`config.mk`:
```
export PLATFORM = sky130hd
export DESIGN_NAME = vga_sync_rx
export DESIGN_NICKNAME = d
export VERILOG_FILES = /design/src/rtl/vga_pkg.sv /design/src/rtl/vga_sync_edge.sv /design/src/rtl/vga_sync_rx.sv
export SDC_FILE = /design/constraint.sdc
export NUM_CORES = 1
export LEC_CHECK = 0
export CORE_MARGIN = 2
export CORE_UTILIZATION = 45
export DETAILED_ROUTE_END_ITERATION = 7
export PLACE_DENSITY_LB_ADDON = 0.08
export SLEW_MARGIN = 0
export SYNTH_ARGS = -nofsm -noshare
export SYNTH_HDL_FRONTEND = slang
export SYNTH_SLANG_ARGS = --single-unit
```
`constraint.sdc`:
```
create_clock -name clk -period 8.76 [get_ports clk]
set_clock_uncertainty 0.1 [all_clocks]
set_input_delay 2.19 -clock clk [delete_from_list [all_inputs] [get_ports clk]]
set_output_delay 2.19 -clock clk [all_outputs]
set_load 0.02 [all_outputs]
```
`src/rtl/vga_pkg.sv`:
```
// 640x480@60 timing constants shared by the VGA timing generator and the sync receiver.
package vga_pkg;
  localparam int VGA_H_SYNC   = 96;
  localparam int VGA_H_BACK   = 48;
  localparam int VGA_H_ACTIVE = 640;
  localparam int VGA_H_FRONT  = 16;
  localparam int VGA_H_TOTAL  = VGA_H_SYNC + VGA_H_BACK + VGA_H_ACTIVE + VGA_H_FRONT;
  localparam int VGA_H_START  = VGA_H_SYNC + VGA_H_BACK;

  localparam int VGA_V_SYNC   = 2;
  localparam int VGA_V_BACK   = 33;
  localparam int VGA_V_ACTIVE = 480;
  localparam int VGA_V_FRONT  = 10;
  localparam int VGA_V_TOTAL  = VGA_V_SYNC + VGA_V_BACK + VGA_V_ACTIVE + VGA_V_FRONT;
  localparam int VGA_V_START  = VGA_V_SYNC + VGA_V_BACK;

  localparam int VGA_RGB_W    = 12;
endpackage

```
`src/rtl/vga_sync_edge.sv`:
```
// One-sample history of a sync line with a combinational leading-edge output
// (current sample active, previous sample inactive).
module vga_sync_edge #(
  parameter bit SYNC_POL = 1'b0
) (
  input  logic clk,
  input  logic rstn,
  input  logic sync,
  output logic le
);
  logic prev;

  always_ff @(posedge clk or negedge rstn) begin
    if (!rstn) prev <= ~SYNC_POL;
    else       prev <= sync;
  end

  assign le = (sync == SYNC_POL) && (prev != SYNC_POL);
endmodule

```
`src/rtl/vga_sync_rx.sv`:
```
// VGA sync receiver: recovers pixel coordinates, data-enable and frame start from
// hs/vs/rgb, measures line/frame lengths and reports lock to nominal timing.
module vga_sync_rx import vga_pkg::*; #(
  parameter int H_TOTAL     = VGA_H_TOTAL,
  parameter int H_START     = VGA_H_START,
  parameter int H_ACTIVE    = VGA_H_ACTIVE,
  parameter int V_TOTAL     = VGA_V_TOTAL,
  parameter int V_START     = VGA_V_START,
  parameter int V_ACTIVE    = VGA_V_ACTIVE,
  parameter bit SYNC_POL    = 1'b0,
  parameter int LOCK_FRAMES = 2
) (
  input  logic                 clk,
  input  logic                 rstn,
  input  logic                 hs,
  input  logic                 vs,
  input  logic [VGA_RGB_W-1:0] rgb,
  output logic [9:0]           pix_x,
  output logic [9:0]           pix_y,
  output logic                 de,
  output logic [VGA_RGB_W-1:0] rgb_out,
  output logic                 frame_start,
  output logic                 locked,
  output logic [10:0]          h_len,
  output logic [9:0]           v_len
);
  localparam logic [10:0] H_SAT = 11'h7FF;
  localparam logic [9:0]  V_SAT = 10'h3FF;

  logic        hs_le, vs_le;
  logic [10:0] hcnt_q, hcnt_cur;
  logic [9:0]  vcnt_q, vcnt_cur;
  logic        vs_pend_q, line_err_q;
  logic [2:0]  lock_cnt_q, lock_cnt_nxt;
  logic [11:0] h_meas;
  logic [10:0] v_meas;
  logic        frame_bnd, line_bad, frame_good, loss, win, locked_nxt;

  vga_sync_edge #(.SYNC_POL(SYNC_POL)) u_hs_edge (
    .clk(clk), .rstn(rstn), .sync(hs), .le(hs_le)
  );
  vga_sync_edge #(.SYNC_POL(SYNC_POL)) u_vs_edge (
    .clk(clk), .rstn(rstn), .sync(vs), .le(vs_le)
  );

  // hcnt_cur/vcnt_cur are the coordinates of the sample on the inputs right now.
  always_comb begin
    h_meas    = {1'b0, hcnt_q} + 12'd1;
    v_meas    = {1'b0, vcnt_q} + 11'd1;
    frame_bnd = hs_le & (vs_pend_q | vs_le);
    line_bad  = hs_le & (h_meas != 12'(H_TOTAL));

    hcnt_cur = (hcnt_q == H_SAT) ? hcnt_q : hcnt_q + 11'd1;
    if (hs_le) hcnt_cur = '0;

    vcnt_cur = vcnt_q;
    if (frame_bnd)  vcnt_cur = '0;
    else if (hs_le) vcnt_cur = (vcnt_q == V_SAT) ? vcnt_q : vcnt_q + 10'd1;

    // The first boundary after reset always sees vcnt_q saturated, so it is bad.
    frame_good   = (v_meas == 11'(V_TOTAL)) & ~(line_err_q | line_bad);
    lock_cnt_nxt = lock_cnt_q;
    if (frame_bnd) begin
      if (!frame_good)                          lock_cnt_nxt = '0;
      else if (lock_cnt_q != 3'(LOCK_FRAMES))   lock_cnt_nxt = lock_cnt_q + 3'd1;
    end
    loss = (hcnt_cur == H_SAT) | (vcnt_cur == V_SAT);
    if (loss) lock_cnt_nxt = '0;
    locked_nxt = (lock_cnt_nxt == 3'(LOCK_FRAMES));

    win = (hcnt_cur >= 11'(H_START)) && (hcnt_cur < 11'(H_START + H_ACTIVE)) &&
          (vcnt_cur >= 10'(V_START)) && (vcnt_cur < 10'(V_START + V_ACTIVE));
  end

  always_ff @(posedge clk or negedge rstn) begin
    if (!rstn) begin
      hcnt_q      <= H_SAT;
      vcnt_q      <= V_SAT;
      vs_pend_q   <= 1'b0;
      line_err_q  <= 1'b0;
      lock_cnt_q  <= '0;
      pix_x       <= '0;
      pix_y       <= '0;
      de          <= 1'b0;
      rgb_out     <= '0;
      frame_start <= 1'b0;
      locked      <= 1'b0;
      h_len       <= '0;
      v_len       <= '0;
    end else begin
      hcnt_q     <= hcnt_cur;
      vcnt_q     <= vcnt_cur;
      lock_cnt_q <= lock_cnt_nxt;
      locked     <= locked_nxt;

      if (frame_bnd)  vs_pend_q <= 1'b0;
      else if (vs_le) vs_pend_q <= 1'b1;

      if (frame_bnd)     line_err_q <= 1'b0;
      else if (line_bad) line_err_q <= 1'b1;

      // A saturated count means no previous edge, so there is no length to report.
      if (hs_le && (hcnt_q != H_SAT)) h_len <= h_meas[10:0];
      if (frame_bnd)                  v_len <= v_meas[9:0];

      de          <= win & locked_nxt;
      frame_start <= frame_bnd;
      if (win && locked_nxt) begin
        pix_x   <= 10'(hcnt_cur - 11'(H_START));
        pix_y   <= 10'({1'b0, vcnt_cur} - 11'(V_START));
        rgb_out <= rgb;
      end else begin
        pix_x   <= '0;
        pix_y   <= '0;
        rgb_out <= '0;
      end
    end
  end
endmodule

```
==> qor.yml, run 1 <==
status: "finished clean"
finalNonFillerCells: 695
syn-num-nets: 523
yosysMostFrequentCell: "dfrtp_1"
max_freq_mhz: 177
worstSetupPathType: "in2reg"
clockRootBuffer: "clkbuf_8"
globalplace.congestion: 0.908
reg2reg_slack_ps: 4470
synth_ff_type: "dfrtp_1"
crit_path_max_fanout: 33
numCtsBuffers: 9
min_from: "v_len[3]"
synth_top_cell_by_area: "dfrtp_1"
path_cells: "clkdlybuf4s50_1 -> nor2b_2 -> buf_4 -> o31ai_4 -> xnor2_1 -> nor2_1 -> ha_1 -> o21ai_0 -> a2111oi_0 -> nand3_1 -> nand3_2 -> nor3_1"
drv_cap: 0
setup_tns_ps: 0
die_w_um: 108
r2r-end: "pix_x[1]"
dr.pass1.iters: 4
cts_tree: "yes"
fillers: 1010
drive_above_1_share_pct: 19.1
clk_path_buf_depth: 2
fin_crit_sh_pct: 64.6
startpoint_type: "input port"
rows: 38
htree_levels: 3
syn_inst: 498
critPathTopFamily: "simple AND/OR/NAND/NOR gates"
syn_avg_cell_area_um2: 9.82
vias_per_cell: 5.54
tightest_slew_ps: 972
grt_pass1_vias: 3729
hold_depth: 2
yosysSeqAreaShare_pct: 43.6
whs_ps: 380
max-slew-margin-rel_pct: 35.2
cts_hold_buffers: 0
antennaDiodeCount: 0
antenna_found_initial: 0
path_buf_inv: 2
dp.final_hpwl_mm: 8.35
die_h_um: 108
holdPathEnd: "v_len[3]"
ir_worst_vdd_uv: 139
synthArstFlopShare_pct: 100
wirelength_mm: 11.8
yosysWarnings: 0
cp.arrival_ps: 5770
maxSlewViolCount: 0
core_area_mm2: 0.0107
cts.repair.resized: 0
syn_to_final_growth_pct: 18.6
synthTopCellsByArea: "dfrtp_1, dfstp_2, nor3_2"
cts_setup_buffers: 0
initial_core_util_pct: 45.7
synth_edf_count: 0
hp-class: "reg2reg"
die-area_mm2: 0.0117
rr_startpoint: "hcnt_q[0]"
finalHoldViolCount: 0
synthDistinctLibCells: 78
nNetsFinal: 575
max_stage_delay_ps: 740
io_buffer_count: 71
period_needed_ps: 5660
grt_pass1_wl_mm: 19.5
clock_sinks: 84
worstPathRequired_ps: 8870
rsz0062_at_grt: "false"
grt_start_max_net_pins: 47
critPathCaptureType: "flop"
worstRegToRegCells: 8
leakagePower_nw: 2.35
synth_top_area_share_pct: 31.2
finalSetupViolations: 0
ys_ff_latch: 84
drtIter0Drc: 230
multi_input_area_mm2: 0.00243
route.detailed.wl_per_inst_um: 17.0
ant_nets: 0
globalRouteOverflowTotal: 0
worstSkewPairLatency_ps: 370
synthTopCellsByCount: "dfrtp_1, nand2_1, o21ai_0"
crit_slowest_cell: "nand3_2"
pin_count: 72
regArea_mm2: 0.00213
cellPowerDensity_mw_per_mm2: 186
clk_pin_slew_ps: 80
dp_cells: 679
syn-cell-area_mm2: 0.00489
drc: 0
grt_usage_pct: 21.7
num_vias: 3847
flip-flops by register name (all words and copies together) (netlist names), 3 cells and up:
register	flops
lock_cnt_q	3
pix_y	10
h_len	11
pix_x	10
hcnt_q	11
rgb_out	12
vcnt_q	10
v_len	10
report_power, final:
group | leakage, nW | switching (mW) | internal, mW
clock | 0.106 | 0.143 | 0.147
combinational | 1.17 | 0.186 | 0.114
sequential | 1.07 | 0.0526 | 0.436
total | 2.35 | 0.382 | 0.697
layer usage:
metal	wire (µm)	part of all wire (%)	track usage, %	up-vias
li1	-	-	-	1853
met1	5500	46	31.1	1851
met2	5230	44	30.7	116
met3	790	6.7	5.42	27
met4	316	2.7	9.89	0
met5	0	0	0	-
layout by cell type, fill, tap and decap left out, types with 3 or more instances in the layout:
master           Yosys  layout
a211oi_1             3       3
a21oi_1             18      18
a31oi_1              5       5
and3_1               8       8
and4_1               3       3
buf_4                5       5
clkbuf_8             0      11
clkdlybuf4s50_1      0      70
dfrtp_1             61      61
dfstp_2             23      23
ha_1                 9       9
inv_1               32      32
mux2i_1              4       4
nand2_1             52      52
nand2b_1             7       7
nand3_1             18      18
nand3_2              3       3
nand4_1              5       5
nor2_1              33      33
nor2b_1              5       4
nor3_1              13      13
nor3_2              31      31
nor4_1               3       3
nor4b_1              3       3
o21ai_0             35      35
or3_1                4       4
xnor2_1             17      17
xor2_1               7       7
cell families after synthesis:
logic type,after synthesis,synth area share [%]
and+or+nand+nor,204,24.9
DFF,84,43.6
xor gates and xnor gates,24,4.30
buffers and inverters,67,6.86
adders and majority gates,9,2.30
AOI/OAI and AO/OA,105,17.0
muxes,5,1.05
through the flow:
| step | utilization, % | total power, mW | area [µm²] | setup slack [ps] |
|---|---|---|---|---|
| 6_report | 54.2 | 1.08 | 5800 | 3100 |
| 5_1_grt | 54.2 | 1.14 | 5800 | 2790 |
| 4_1_cts | 54.2 | 1.09 | 5800 | 3080 |
| 3_5_place_dp | 52.3 | 0.793 | 5600 | 2690 |
| 3_3_place_gp | 52.3 | 0.792 | 5600 | 2780 |
| 2_1_floorplan | - | 0.695 | 4890 | 3990 |
worst min-delay path: cells and delay by family (launching register included):
family | cells | cell delay, ps
flip-flops | 1 | 350
AO/OA/AOI/OAI | 1 | 60
AND/OR/NAND/NOR | 1 | 50
worst max-delay path by stage:
stage          startpoint       end  slack [ps]  cells after the start
2_1_floorplan          vs  pix_x[4]        3990                     12
3_3_place_gp           vs  pix_x[9]        2780                     11
3_5_place_dp           vs  pix_x[9]        2690                     11
4_1_cts                vs  pix_x[9]        3080                     11
5_1_grt                vs  pix_x[1]        2790                      9
6_report               hs  pix_x[9]        3100                     12
final cells by class:
class                      count  share of cell area [%]
clock buffer                  12                    2.68
timing repair buffer          75                    12.7
multi-input combinational    347                    41.9
inverter                      33                    2.14
clock inverter                 4                   0.841
tap                          140                    3.02
sequential                    84                    36.7
(Power assumes the default switching activity.)
==> run 2, diff against run 1 <==
clock period = 5.6 ns   (was 8.76 ns; I/O delays follow)
==> run 2 against run 1 <==
Effect of this change: cell area is 1.1% higher; wire length is 1.7% lower; non-clock buffer count up 3; sequential power is 56% higher; global-route usage is 0.26 points lower; die area unchanged; highest routed layer unchanged; first-iteration DRC count rose by 8.7%; critical path depth increased by 1.
==> qor.yml, run 2 (same netlist as run 1, synthesis figures left out) <==
status: "finished clean"
critPathTopFamily: "buffers and inverters"
reg2reg_slack_ps: 1350  # -3120 ps
clock_sinks: 84  # unchanged
worstSetupPathType: "in2reg"
die_w_um: 108  # unchanged
finalSetupViolations: 0  # unchanged
core_area_mm2: 0.0107  # unchanged
max-slew-margin-rel_pct: 29.4  # -5.7 points
rows: 38  # unchanged
die_h_um: 108  # unchanged
place_area_mm2: 0.00562  # +0.40%
htree_levels: 3  # unchanged
maxSlewViolCount: 0  # unchanged
drive_above_1_share_pct: 19.7  # +0.61 points
crit_path_max_fanout: 24  # -27%
fillers: 984  # -2.6%
numCtsBuffers: 9  # unchanged
fin_crit_sh_pct: 79.5
wirelength_mm: 11.6  # -1.7%
tightest_slew_ps: 1060  # +87.3 ps
max_stage_delay_ps: 550  # -190 ps
io_buffer_count: 71  # unchanged
clockRootBuffer: "clkbuf_8"
cp_num_cells: 13  # +1
cts_setup_buffers: 0  # unchanged
grt_start_max_net_pins: 85  # +81%
regArea_mm2: 0.00213  # unchanged
drtIter0Drc: 250  # +8.7%
route.detailed.wl_per_inst_um: 16.7  # -2.1%
reg_top3: "rgb_out (12), h_len (11), hcnt_q (11)"
max_freq_mhz: 225
preCtsSetupSlack_ps: 775  # -1920 ps
worstSkewPairLatency_ps: 370  # about the same
cp.arrival_ps: 4610  # -1160 ps
vias_per_cell: 5.57  # +0.61%
antenna_found_initial: 0  # unchanged
layout_common_cells: "clkdlybuf4s50_1, dfrtp_1, nand2_1"
setup_tns_ps: 0  # unchanged
path_buf_inv: 4  # +2
initial_core_util_pct: 45.7  # unchanged
dp_cells: 682  # +0.44%
crit_top_cell: "buf_4"
cts_hold_buffers: 0  # unchanged
ant_nets: 0  # unchanged
whs_ps: 380  # +0.148 ps
layout_commonest_cell: "clkdlybuf4s50_1"
regMostFlops: "rgb_out"
cellPowerDensity_mw_per_mm2: 301  # +62%
num_vias: 3887  # +1.0%
cts_tree: "yes"
drv_cap: 0  # unchanged
nNetsFinal: 578  # +0.52%
clk_pin_slew_ps: 90  # about the same
die-area_mm2: 0.0117  # unchanged
critPathCaptureType: "flop"
syn_to_final_growth_pct: 19.9
antennaDiodeCount: 0  # unchanged
crit_slowest_cell: "clkdlybuf4s50_1"
rr_startpoint: "vcnt_q[0]"
clk_path_buf_depth: 2  # unchanged
finalHoldViolCount: 0  # unchanged
hp-class: "reg2reg"
dp.final_hpwl_mm: 8.23  # -1.4%
rsz0062_at_grt: "false"
crit_end: "rgb_out[5]"
r2r-end: "rgb_out[5]"
startpoint: "hs"
grt_pass1_wl_mm: 19.3  # -1.1%
worstRegToRegCells: 12  # +4
startpoint_type: "input port"
cts.repair.resized: 0  # unchanged
period_needed_ps: 4450
finalInstanceArea_mm2: 0.00586  # +1.1%
globalRouteOverflowTotal: 0  # unchanged
finalNonFillerCells: 698  # +0.43%
largest_reg_flops: 12  # unchanged
globalplace.congestion: 0.933  # +2.7%
leakagePower_nw: 2.38  # +1.4%
multi_input_area_mm2: 0.00243  # unchanged
ir_worst_vdd_uv: 201  # +45%
grt_pass1_vias: 3766  # +0.99%
worstPathRequired_ps: 5750  # -3120 ps
pin_count: 72  # unchanged
setup_slack_ps: 1150  # -1950 ps
drc: 0  # unchanged
path_cells: "clkdlybuf4s50_1 -> nor2b_2 -> buf_4 -> o21ai_4 -> inv_2 -> nor2_1 -> ha_1 -> o21ai_0 -> a2111oi_0 -> nand3_1 -> nand3_2 -> buf_4 -> nor3_2"
dr.pass1.iters: 4  # unchanged
grt_usage_pct: 21.4  # -0.26 points
## run 2: per-layer routing
layer | part of all wire (%) | up-vias | routed length, µm | GRT usage (%)
met5 | 0 | - | 0 | 0
met1 | 48 | 1882 | 5540 | 30.5
li1 | - | 1861 | - | -
met4 | 2.4 | 0 | 276 | 9.80
met2 | 44 | 121 | 5070 | 31.2
met3 | 6.4 | 23 | 740 | 4.52
## run 2: final cells by class
cell class,instances,area share [%]
Multi-Input combinational cell,347,41.4
Timing Repair Buffer,78,13.0
Tap cell,140,2.99
Clock buffer,10,2.35
Sequential cell,84,36.3
Clock inverter,6,1.86
Inverter,33,2.11
## run 2: worst min-delay path, delay by kind of cell, from the launching register on
kind,cells,cell delay (ps)
AND/OR/NAND/NOR,2,100
flip-flops,1,350
## run 2: how the worst min path moves through the flow
stage	startpoint	endpoint	slack (ps)	cells after the start
finish	v_len[1]	v_len[1]	380	2
global placement	v_len[1]	v_len[1]	360	2
detailed placement	v_len[1]	v_len[1]	360	2
floorplan	line_err_q	line_err_q	370	2
global route	h_len[4]	h_len[4]	410	2
CTS	v_len[1]	v_len[1]	390	2
## run 2: power by group
group          internal [mW]  switching [mW]
Sequential             0.681          0.0808
Clock                  0.308           0.225
Combinational          0.184           0.286
## run 2: per-stage QoR
| step | total power [mW] | utilization (%) |
|---|---|---|
| 2_1_floorplan | 1.09 | - |
| 3_3_place_gp | 1.24 | 52.5 |
| 3_5_place_dp | 1.24 | 52.5 |
| 4_1_cts | 1.78 | 54.8 |
| 5_1_grt | 1.87 | 54.8 |
| 6_report | 1.77 | 54.8 |
==> run 3, diff against run 2 <==
clock period = 3.75 ns   (was 5.6 ns; I/O delays follow)
==> run 3 against run 2 <==
Effect of this change: first-iteration DRC count increased by 61%; final cell count up 3.4%; flip-flop and latch count unchanged; via count up 2.9%; utilization rose by 2.2 points; count of clock-buffer cells in the layout unchanged; clock power is 42% higher; combinational power increased by 75%; hold slack gained 2.9 ps.
==> qor.yml, run 3 (same netlist as run 1, synthesis figures left out) <==
status: "finished clean"
ir_worst_vdd_uv: 367  # +83%
drv_cap: 0  # unchanged
antenna_found_initial: 0  # unchanged
met3WireLength_um: 834  # +13%
largest_reg_flops: 12  # unchanged
regMostFlops: "rgb_out"
dp_cells: 706  # +3.5%
wirelength_mm: 12.3  # +5.8%
cts_setup_buffers: 0  # unchanged
dp.final_hpwl_mm: 8.87  # +7.7%
cts.repair.resized: 0  # unchanged
cp.arrival_ps: 3600  # -1010 ps
worstSkewPairLatency_ps: 370  # about the same
drtIter0Drc: 402  # +61%
core_area_mm2: 0.0107  # unchanged
grt_start_max_net_pins: 85  # unchanged
hp-class: "reg2reg"
startpoint: "vcnt_q[1]"
htree_levels: 3  # unchanged
layout_commonest_cell: "clkdlybuf4s50_1"
wl_met1_mm: 5.69  # +2.6%
fin_crit_sh_pct: 92.0
ant_nets: 0  # unchanged
clock_sinks: 84  # unchanged
numCtsBuffers: 9  # unchanged
clk_pin_slew_ps: 90  # about the same
pin_count: 72  # unchanged
route.detailed.wl_per_inst_um: 17.0  # +2.3%
cellPowerDensity_mw_per_mm2: 442  # +47%
drive_above_1_share_pct: 23.2  # +3.5 points
grt_pass1_vias: 3903  # +3.6%
crit_end: "pix_x[1]"
crit_path_max_fanout: 19  # -21%
die_w_um: 108  # unchanged
whs_ps: 383  # +2.91 ps
critPathCaptureType: "flop"
worstRegToRegCells: 12  # unchanged
initial_core_util_pct: 45.7  # unchanged
cts_tree: "yes"
drc: 0  # unchanged
maxSlewViolCount: 0  # unchanged
die_h_um: 108  # unchanged
finalNonFillerCells: 722  # +3.4%
finalSetupViolations: 0  # unchanged
crit_slowest_cell: "dfstp_2"
max_freq_mhz: 290
rr_startpoint: "vcnt_q[1]"
finalHoldViolCount: 0  # unchanged
io_buffer_count: 71  # unchanged
grt_usage_pct: 22.5  # +1.1 points
antennaDiodeCount: 0  # unchanged
syn_to_final_growth_pct: 24.6
layout_common_cells: "clkdlybuf4s50_1, dfrtp_1, nand2_1"
max_stage_delay_ps: 620  # +70 ps
rsz0062_at_grt: "false"
dr.pass1.iters: 5  # +1
reg_top3: "rgb_out (12), h_len (11), hcnt_q (11)"
path_cells: "ha_1 -> nand4_4 -> or3_4 -> nand3_1 -> a21oi_1 -> ha_1 -> a221oi_2 -> nand3_2 -> o21a_1 -> o32ai_4 -> buf_12 -> nor4_1"
leakagePower_nw: 2.52  # +5.6%
setup_tns_ps: 0  # unchanged
startpoint_type: "flop"
fillers: 933  # -5.2%
nNetsFinal: 602  # +4.2%
globalRouteOverflowTotal: 0  # unchanged
worstPathRequired_ps: 3900  # -1850 ps
worstSetupPathType: "reg2reg"
globalplace.congestion: 0.900  # -3.5%
r2r-end: "pix_x[1]"
num_vias: 4000  # +2.9%
grt_pass1_wl_mm: 20.4  # +6.2%
cts_hold_buffers: 0  # unchanged
reg2reg_slack_ps: 300  # -1050 ps
multi_input_area_mm2: 0.00244  # +0.62%
wl_met2_mm: 5.62  # +11%
clockRootBuffer: "clkbuf_8"
max-slew-margin-rel_pct: 29.1  # -0.29 points
crit_top_cell: "ha_1"
period_needed_ps: 3450
tightest_slew_ps: 1060  # +4.28 ps
regArea_mm2: 0.00213  # unchanged
rows: 38  # unchanged
final_util_pct: 57.0  # +2.2 points
clk_path_buf_depth: 2  # unchanged
top_layer: "met4"
vias_per_cell: 5.54  # -0.51%
die-area_mm2: 0.0117  # unchanged
## run 3: through the flow
stage          setup WS (ps)  area [µm²]  power (mW)
3_3_place_gp           -43.5        5850        1.93
6_report                 301        6090        2.69
4_1_cts                  159        6080        2.70
2_1_floorplan            228        4890        1.62
5_1_grt                 16.0        6090        2.84
3_5_place_dp            -149        5850        1.94
## run 3: worst max-delay path: cells and delay by family, from the launching register on
family	cells	cell delay, ps
AOI/OAI and AO/OA	4	880
adders and majority gates	2	490
buffers and inverters	1	220
DFF	1	620
and+or+nand+nor	5	1010
## run 3: how the worst min path moves through the flow
stage               slack (ps)  startpoint  cells past startpoint    endpoint
finish                     380    v_len[1]                      2    v_len[1]
detailed placement         360    v_len[1]                      2    v_len[1]
CTS                        390    v_len[1]                      2    v_len[1]
floorplan                  370  line_err_q                      2  line_err_q
global route               410    v_len[7]                      2    v_len[7]
global placement           360    h_len[1]                      2    h_len[1]
## run 3: final cells by class
cell class	instances	share of cell area [%]
multi-input cells	347	40.1
flip-flops and latches	84	35.0
repair buffers	102	16.3
well taps	140	2.87
clock buffers	10	2.26
inverters	33	2.03
clock inverters	6	1.54
## run 3: per-layer routing
layer | up-vias | GRT usage (%)
met2 | 153 | 34.1
li1 | 1910 | -
met5 | - | 0
met1 | 1922 | 32.2
met3 | 15 | 4.70
met4 | 0 | 7.60
## run 3: where the power goes
group / switching (mW) / total (mW) / internal, mW
logic: 0.489 / 0.823 / 0.333
clock network: 0.360 / 0.759 / 0.399
registers: 0.0967 / 1.11 / 1.02
